## src/rtl/univ_shift_reg_if.sv

```systemverilog
// univ_shift_reg_if: control and data bundle for the universal shift register
//    master : drives en, mode, sr_in, sl_in, pdata_in; observes the outputs
//    slave  : the shift register itself
//    WIDTH  : register length, must match the attached univ_shift_reg
interface univ_shift_reg_if #(
   parameter int WIDTH = 8
);
   localparam int CW = $clog2(WIDTH);
   logic             en;
   logic [1:0]       mode;
   logic             sr_in;
   logic             sl_in;
   logic [WIDTH-1:0] pdata_in;
   logic [WIDTH-1:0] q;
   logic             so_r;
   logic             so_l;
   logic [CW-1:0]    bit_cnt;
   logic             frame_done;
   logic             parity;
   modport master (
      output en, mode, sr_in, sl_in, pdata_in,
      input  q, so_r, so_l, bit_cnt, frame_done, parity
   );
   modport slave (
      input  en, mode, sr_in, sl_in, pdata_in,
      output q, so_r, so_l, bit_cnt, frame_done, parity
   );
endinterface

```

## src/rtl/univ_shift_reg.sv

```systemverilog
// univ_shift_reg: universal shift register (hold / shift right / shift left / load) with frame counter
//    clk        : rising-edge clock
//    rst_n      : asynchronous active-low reset, q=RESET_VAL, bit_cnt=0, frame_done=0
//    bus.en     : clock enable, 0 holds q and bit_cnt and clears frame_done
//    bus.mode   : 00 hold, 01 shift right (sr_in -> msb), 10 shift left (sl_in -> lsb), 11 load pdata_in
//    bus.q      : register contents, so_r = q[0], so_l = q[WIDTH-1]
//    bus.bit_cnt: shifts completed in the current frame, cleared by a load
//    bus.frame_done: registered pulse the cycle after the WIDTH-th shift of a frame
//    bus.parity : ^q when SHIFTREG_PARITY_EN is defined, otherwise tied to 0
module univ_shift_reg #(
   parameter int               WIDTH     = 8,
   parameter logic [WIDTH-1:0] RESET_VAL = '0
) (
   input logic              clk,
   input logic              rst_n,
   univ_shift_reg_if.slave  bus
);
   localparam int            CW   = $clog2(WIDTH);
   localparam logic [CW-1:0] LAST = CW'(WIDTH - 1);
   logic [WIDTH-1:0] q_r, q_nxt;
   logic [CW-1:0]    cnt_r, cnt_nxt;
   logic             fd_r, fd_nxt;
   logic             shift, load, last;
   always_comb begin
      shift   = bus.en && (bus.mode[1] ^ bus.mode[0]);
      load    = bus.en && (bus.mode == 2'b11);
      last    = cnt_r == LAST;
      q_nxt   = load                             ? bus.pdata_in :
                (shift && bus.mode == 2'b01)     ? {bus.sr_in, q_r[WIDTH-1:1]} :
                shift                            ? {q_r[WIDTH-2:0], bus.sl_in} : q_r;
      // direction changes do not restart the frame; only a load does
      cnt_nxt = load ? '0 : shift ? (last ? '0 : cnt_r + CW'(1)) : cnt_r;
      fd_nxt  = shift && last;
   end
   always_ff @(posedge clk or negedge rst_n) begin
      if (!rst_n) begin
         q_r   <= RESET_VAL;
         cnt_r <= '0;
         fd_r  <= 1'b0;
      end else begin
         q_r   <= q_nxt;
         cnt_r <= cnt_nxt;
         fd_r  <= fd_nxt;
      end
   end
   assign bus.q          = q_r;
   assign bus.so_r       = q_r[0];
   assign bus.so_l       = q_r[WIDTH-1];
   assign bus.bit_cnt    = cnt_r;
   assign bus.frame_done = fd_r;
`ifdef SHIFTREG_PARITY_EN
   assign bus.parity = ^q_r;
`else
   assign bus.parity = 1'b0;
`endif
endmodule

```

## src/flat_wrapper.sv

```systemverilog
// flat-port wrapper written by rule: the top's interface ports become plain ports
module univ_shift_reg_flat 
#(
   parameter int               WIDTH     = 8,
   parameter logic [WIDTH-1:0] RESET_VAL = '0
)
  (clk, rst_n, bus_en, bus_mode, bus_sr_in, bus_sl_in, bus_pdata_in, bus_q, bus_so_r, bus_so_l, bus_bit_cnt, bus_frame_done, bus_parity);
  univ_shift_reg_if #(.WIDTH(WIDTH)) bus_i ();
  input logic clk;
  input logic rst_n;
  input wire logic [$bits(bus_i.en)-1:0] bus_en;
  input wire logic [$bits(bus_i.mode)-1:0] bus_mode;
  input wire logic [$bits(bus_i.sr_in)-1:0] bus_sr_in;
  input wire logic [$bits(bus_i.sl_in)-1:0] bus_sl_in;
  input wire logic [$bits(bus_i.pdata_in)-1:0] bus_pdata_in;
  output wire logic [$bits(bus_i.q)-1:0] bus_q;
  output wire logic [$bits(bus_i.so_r)-1:0] bus_so_r;
  output wire logic [$bits(bus_i.so_l)-1:0] bus_so_l;
  output wire logic [$bits(bus_i.bit_cnt)-1:0] bus_bit_cnt;
  output wire logic [$bits(bus_i.frame_done)-1:0] bus_frame_done;
  output wire logic [$bits(bus_i.parity)-1:0] bus_parity;
  assign bus_i.en = bus_en;
  assign bus_i.mode = bus_mode;
  assign bus_i.sr_in = bus_sr_in;
  assign bus_i.sl_in = bus_sl_in;
  assign bus_i.pdata_in = bus_pdata_in;
  assign bus_q = bus_i.q;
  assign bus_so_r = bus_i.so_r;
  assign bus_so_l = bus_i.so_l;
  assign bus_bit_cnt = bus_i.bit_cnt;
  assign bus_frame_done = bus_i.frame_done;
  assign bus_parity = bus_i.parity;
  univ_shift_reg #(.WIDTH(WIDTH), .RESET_VAL(RESET_VAL)) u_core (.clk(clk), .rst_n(rst_n), .bus(bus_i));
endmodule
```

## config.mk

```make
export PLATFORM = sky130hd
export DESIGN_NAME = univ_shift_reg_flat
export DESIGN_NICKNAME = d
export VERILOG_FILES = /design/src/rtl/univ_shift_reg_if.sv /design/src/rtl/univ_shift_reg.sv /design/src/flat_wrapper.sv
export SDC_FILE = /design/constraint.sdc
export NUM_CORES = 1
export LEC_CHECK = 0
export ABC_AREA = 0
export CORE_MARGIN = 1
export CORE_UTILIZATION = 30
export CTS_BUF_LIST = sky130_fd_sc_hd__clkbuf_2
export CTS_CLUSTER_SIZE = 40
export DETAILED_ROUTE_END_ITERATION = 8
export HOLD_SLACK_MARGIN = 0.02
export SLEW_MARGIN = 20
export SYNTH_ARGS = -nofsm -noshare
export SYNTH_HDL_FRONTEND = slang
export SYNTH_SLANG_ARGS = --single-unit
```

## constraint.sdc

```tcl
create_clock -name clk -period 1.42 [get_ports clk]
set_input_delay 0.426 -clock clk [delete_from_list [all_inputs] [get_ports clk]]
set_output_delay 0.426 -clock clk [all_outputs]
set_load 0.05 [all_outputs]
```

==> results.py <==
metrics = {
    "status": {
        "outcome": "complete, no violations",
    },
    "sta": {
        "worst_slack_ns": 0.0241,
        "grt_setup_unrepaired": "true",
        "fmax_ghz": 0.716,
        "min_period_over_period": 0.983,
        "slew_viol_final": 0,
        "holdWs_ns": 0.449,
        "finalSetupViolCount": 0,
        "finClkSkew_ns": 0.00772,
        "hold_viol": 0,
        "fin_setup_tns_ns": 0,
        "min_period_ns": 1.40,
    },
    "setup_path": {
        "ff2ff_path_depth": 5,
        "path_class": "input pin to flip-flop",
        "r2r_end": "u_core.bus.bit_cnt[1]",
        "critPathMaxStageDelay_ns": 0.38,
        "endpoint_kind": "flip-flop",
        "cp.arrival_ns": 1.55,
        "worst_r2r_startpoint": "u_core.bus.bit_cnt[1]",
        "critPathSlowestCell": "or3b_4",
        "cp-start-kind": "input pin",
        "cp_max_fo": 4,
        "worstPathCellList": "buf_4, inv_12, ha_4, or3b_4, buf_6, o211ai_1, o2bb2ai_1",
        "ff2ff_setup_slack_ns": 0.08,
        "critPathRequiredTime_ns": 1.58,
    },
    "logic_synthesis": {
        "synth_area_um2": 818,
        "synth_ff_type": "dfrtp_1",
        "seq_area_frac_synth": 0.367,
        "synth_cells": 80,
        "synthArstFlopShare": 1.00,
        "synth_area_leaders": "dfrtp_1 (37%), o2bb2ai_1 (8.6%), nor3b_1 (8.3%), o21a_1 (8.3%), o211ai_1 (7.3%)",
        "yosys_warnings": 0,
        "netlist-cell-type-count": 23,
        "yosys.cell_count.top_type": "dfrtp_1",
        "synth.largest_area_cell": "dfrtp_1",
        "synth_top_area_frac": 0.367,
        "ys_ff_latch": 12,
        "ys_top_cells_by_count": "dfrtp_1 (12), nor3b_1 (9), o21a_1 (9)",
        "postSynthNetCount": 99,
        "synth_edf_count": 0,
        "avgSynthCellArea_um2": 10.2,
    },
    "clock_tree": {
        "insertion_delay_ns": 0.26,
        "cts_tree": "done",
        "cts_max_path_buffers": 2,
        "cts_root_buf": "clkbuf_2",
        "path_clk_slew_ns": 0.12,
        "post_cts_buffers": 0,
        "htree_num_levels": 1,
        "numCtsBuffers": 3,
        "clkSinkCount": 12,
    },
    "global_routing": {
        "antenna_found_initial": 0,
        "grt_start_max_net_pins": 18,
        "grtUsageTotal": 0.134,
        "overflow": 0,
        "grt_pass1_wl_um": 2900,
        "grt_pass1_vias": 693,
    },
    "detailed_routing": {
        "drc_errors": 0,
        "first_pass_iters": 4,
        "ant_nets": 0,
        "drt-vias-per-instance": 5.04,
        "wl_per_cell_um": 12.3,
        "drt_iter0_markers": 10,
        "vias": 736,
        "wirelength_um": 1790,
    },
    "power": {
        "power.share.clock": 0.093,
        "p_leak_nw": 0.568,
        "vdd_ir_drop_max_mv": 0.942,
        "seq_power_share": 0.311,
        "p_comb_frac": 0.596,
        "power.total_mw": 1.86,
        "intPower_mw": 1.06,
        "switchingPower_uw": 796,
        "p_per_area_mw_per_mm2": 1360,
        "swShare": 0.429,
    },
    "floorplan": {
        "rows": 18,
        "placeableCoreArea_mm2": 0.00252,
        "dieArea_mm2": 0.00294,
        "dieHeight_um": 54.2,
        "die_width_um": 54.2,
        "start_util": 0.324,
        "pin_count": 30,
    },
    "cells_and_area": {
        "drive_gt1_frac": 0.328,
        "final_cell_area_mm2": 0.00137,
        "fillers": 225,
        "final_nets": 136,
        "syn_to_final_growth_pct": 67.0,
        "final_core_util": 0.542,
        "final_cells": 146,
        "multi_input_area_um2": 469,
        "ff_latch_area_um2": 303,
        "antenna_cells": 0,
    },
    "placement": {
        "dpl.hpwl_um": 1380,
        "postPlaceCellArea_mm2": 0.00134,
        "dp_slack_ns": -0.779,
        "routabilityCongestion": 0.758,
        "port_buffers": 28,
        "dpl.cell_count": 142,
    },
    "hold_path": {
        "min_path_type": "input pin to asynchronous set/reset pin",
    },
    "job": {
        "max-cap-violations": 0,
    },
}
==> cell families after synthesis <==
logic type / count (synthesis) / synth area share
other: 1 / 0.00458
AO/OA/AOI/OAI: 30 / 0.283
flip-flops: 12 / 0.367
adder cells (fa/ha/maj): 4 / 0.0612
buffers and inverters: 11 / 0.0780
AND/OR/NAND/NOR: 22 / 0.206
==> worst max-delay path by stage <==
stage | slack [ns] | end | start
6_report | 0.02 | u_core.bus.q[1] | bus_mode[1]
5_1_grt | -0.006 | bus_bit_cnt[0] | u_core.bus.bit_cnt[0]
4_1_cts | 0.0008 | bus_bit_cnt[0] | u_core.bus.bit_cnt[0]
3_5_place_dp | -0.78 | u_core.bus.q[3] | bus_mode[1]
3_3_place_gp | -0.77 | u_core.bus.q[1] | bus_mode[1]
2_1_floorplan | -0.06 | u_core.bus.q[3] | bus_mode[1]
==> sequential cells by signal, indices dropped and copies added, names as in the netlist <==
| name | count |
|---|---|
| u_core.bus.bit_cnt | 3 |
| u_core.bus.frame_done | 1 |
| u_core.bus.q | 8 |
==> power by group through the flow <==
stage | Clock (mW) | Sequential (mW) | Combinational (mW)
floorplan | 0 | 0.826 | 0.280
global placement | 0 | 0.581 | 1.10
finish | 0.172 | 0.578 | 1.11
detailed placement | 0 | 0.583 | 1.10
CTS | 0.185 | 0.579 | 1.11
global route | 0.200 | 0.594 | 1.17
==> timing repair <==
item,CTS,global route
gates resized for setup,12,3
pin swaps,2,0
endpoints found under the setup margin,12,7
hold buffers,0,0
==> placed cells by master (no fill, tap or decap), types with 3 or more instances in the layout <==
master	instances
ha_1	3
clkdlybuf4s50_1	12
clkbuf_2	3
buf_12	14
dfrtp_1	10
buf_4	10
o2bb2ai_1	8
buf_6	3
nor2b_1	8
nor3b_1	9
o211ai_1	8
o21a_1	9
==> worst max-delay path, delay by kind of cell <==
| kind | cells | cell delay [ns] |
|---|---|---|
| adder cells (fa/ha/maj) | 1 | 0.24 |
| AO/OA/AOI/OAI | 2 | 0.19 |
| buffers and inverters | 3 | 0.31 |
| AND/OR/NAND/NOR | 1 | 0.38 |
==> layer usage <==
metal | share of wire | vias up | GRT usage
met5 | 0 | - | 0
met4 | 0 | 0 | 0.0256
met3 | 0.044 | 0 | 0.0250
met2 | 0.48 | 16 | 0.226
met1 | 0.47 | 345 | 0.179
li1 | - | 375 | -
==> area by class of cell <==
type | instances | share of cell area
Clock inverter | 1 | 0.00275
Tap cell | 30 | 0.0275
Sequential cell | 12 | 0.222
Timing Repair Buffer | 40 | 0.376
Clock buffer | 3 | 0.0110
Inverter | 3 | 0.0174
Multi-Input combinational cell | 57 | 0.343
Note: power is estimated with default switching activity, not from simulation.
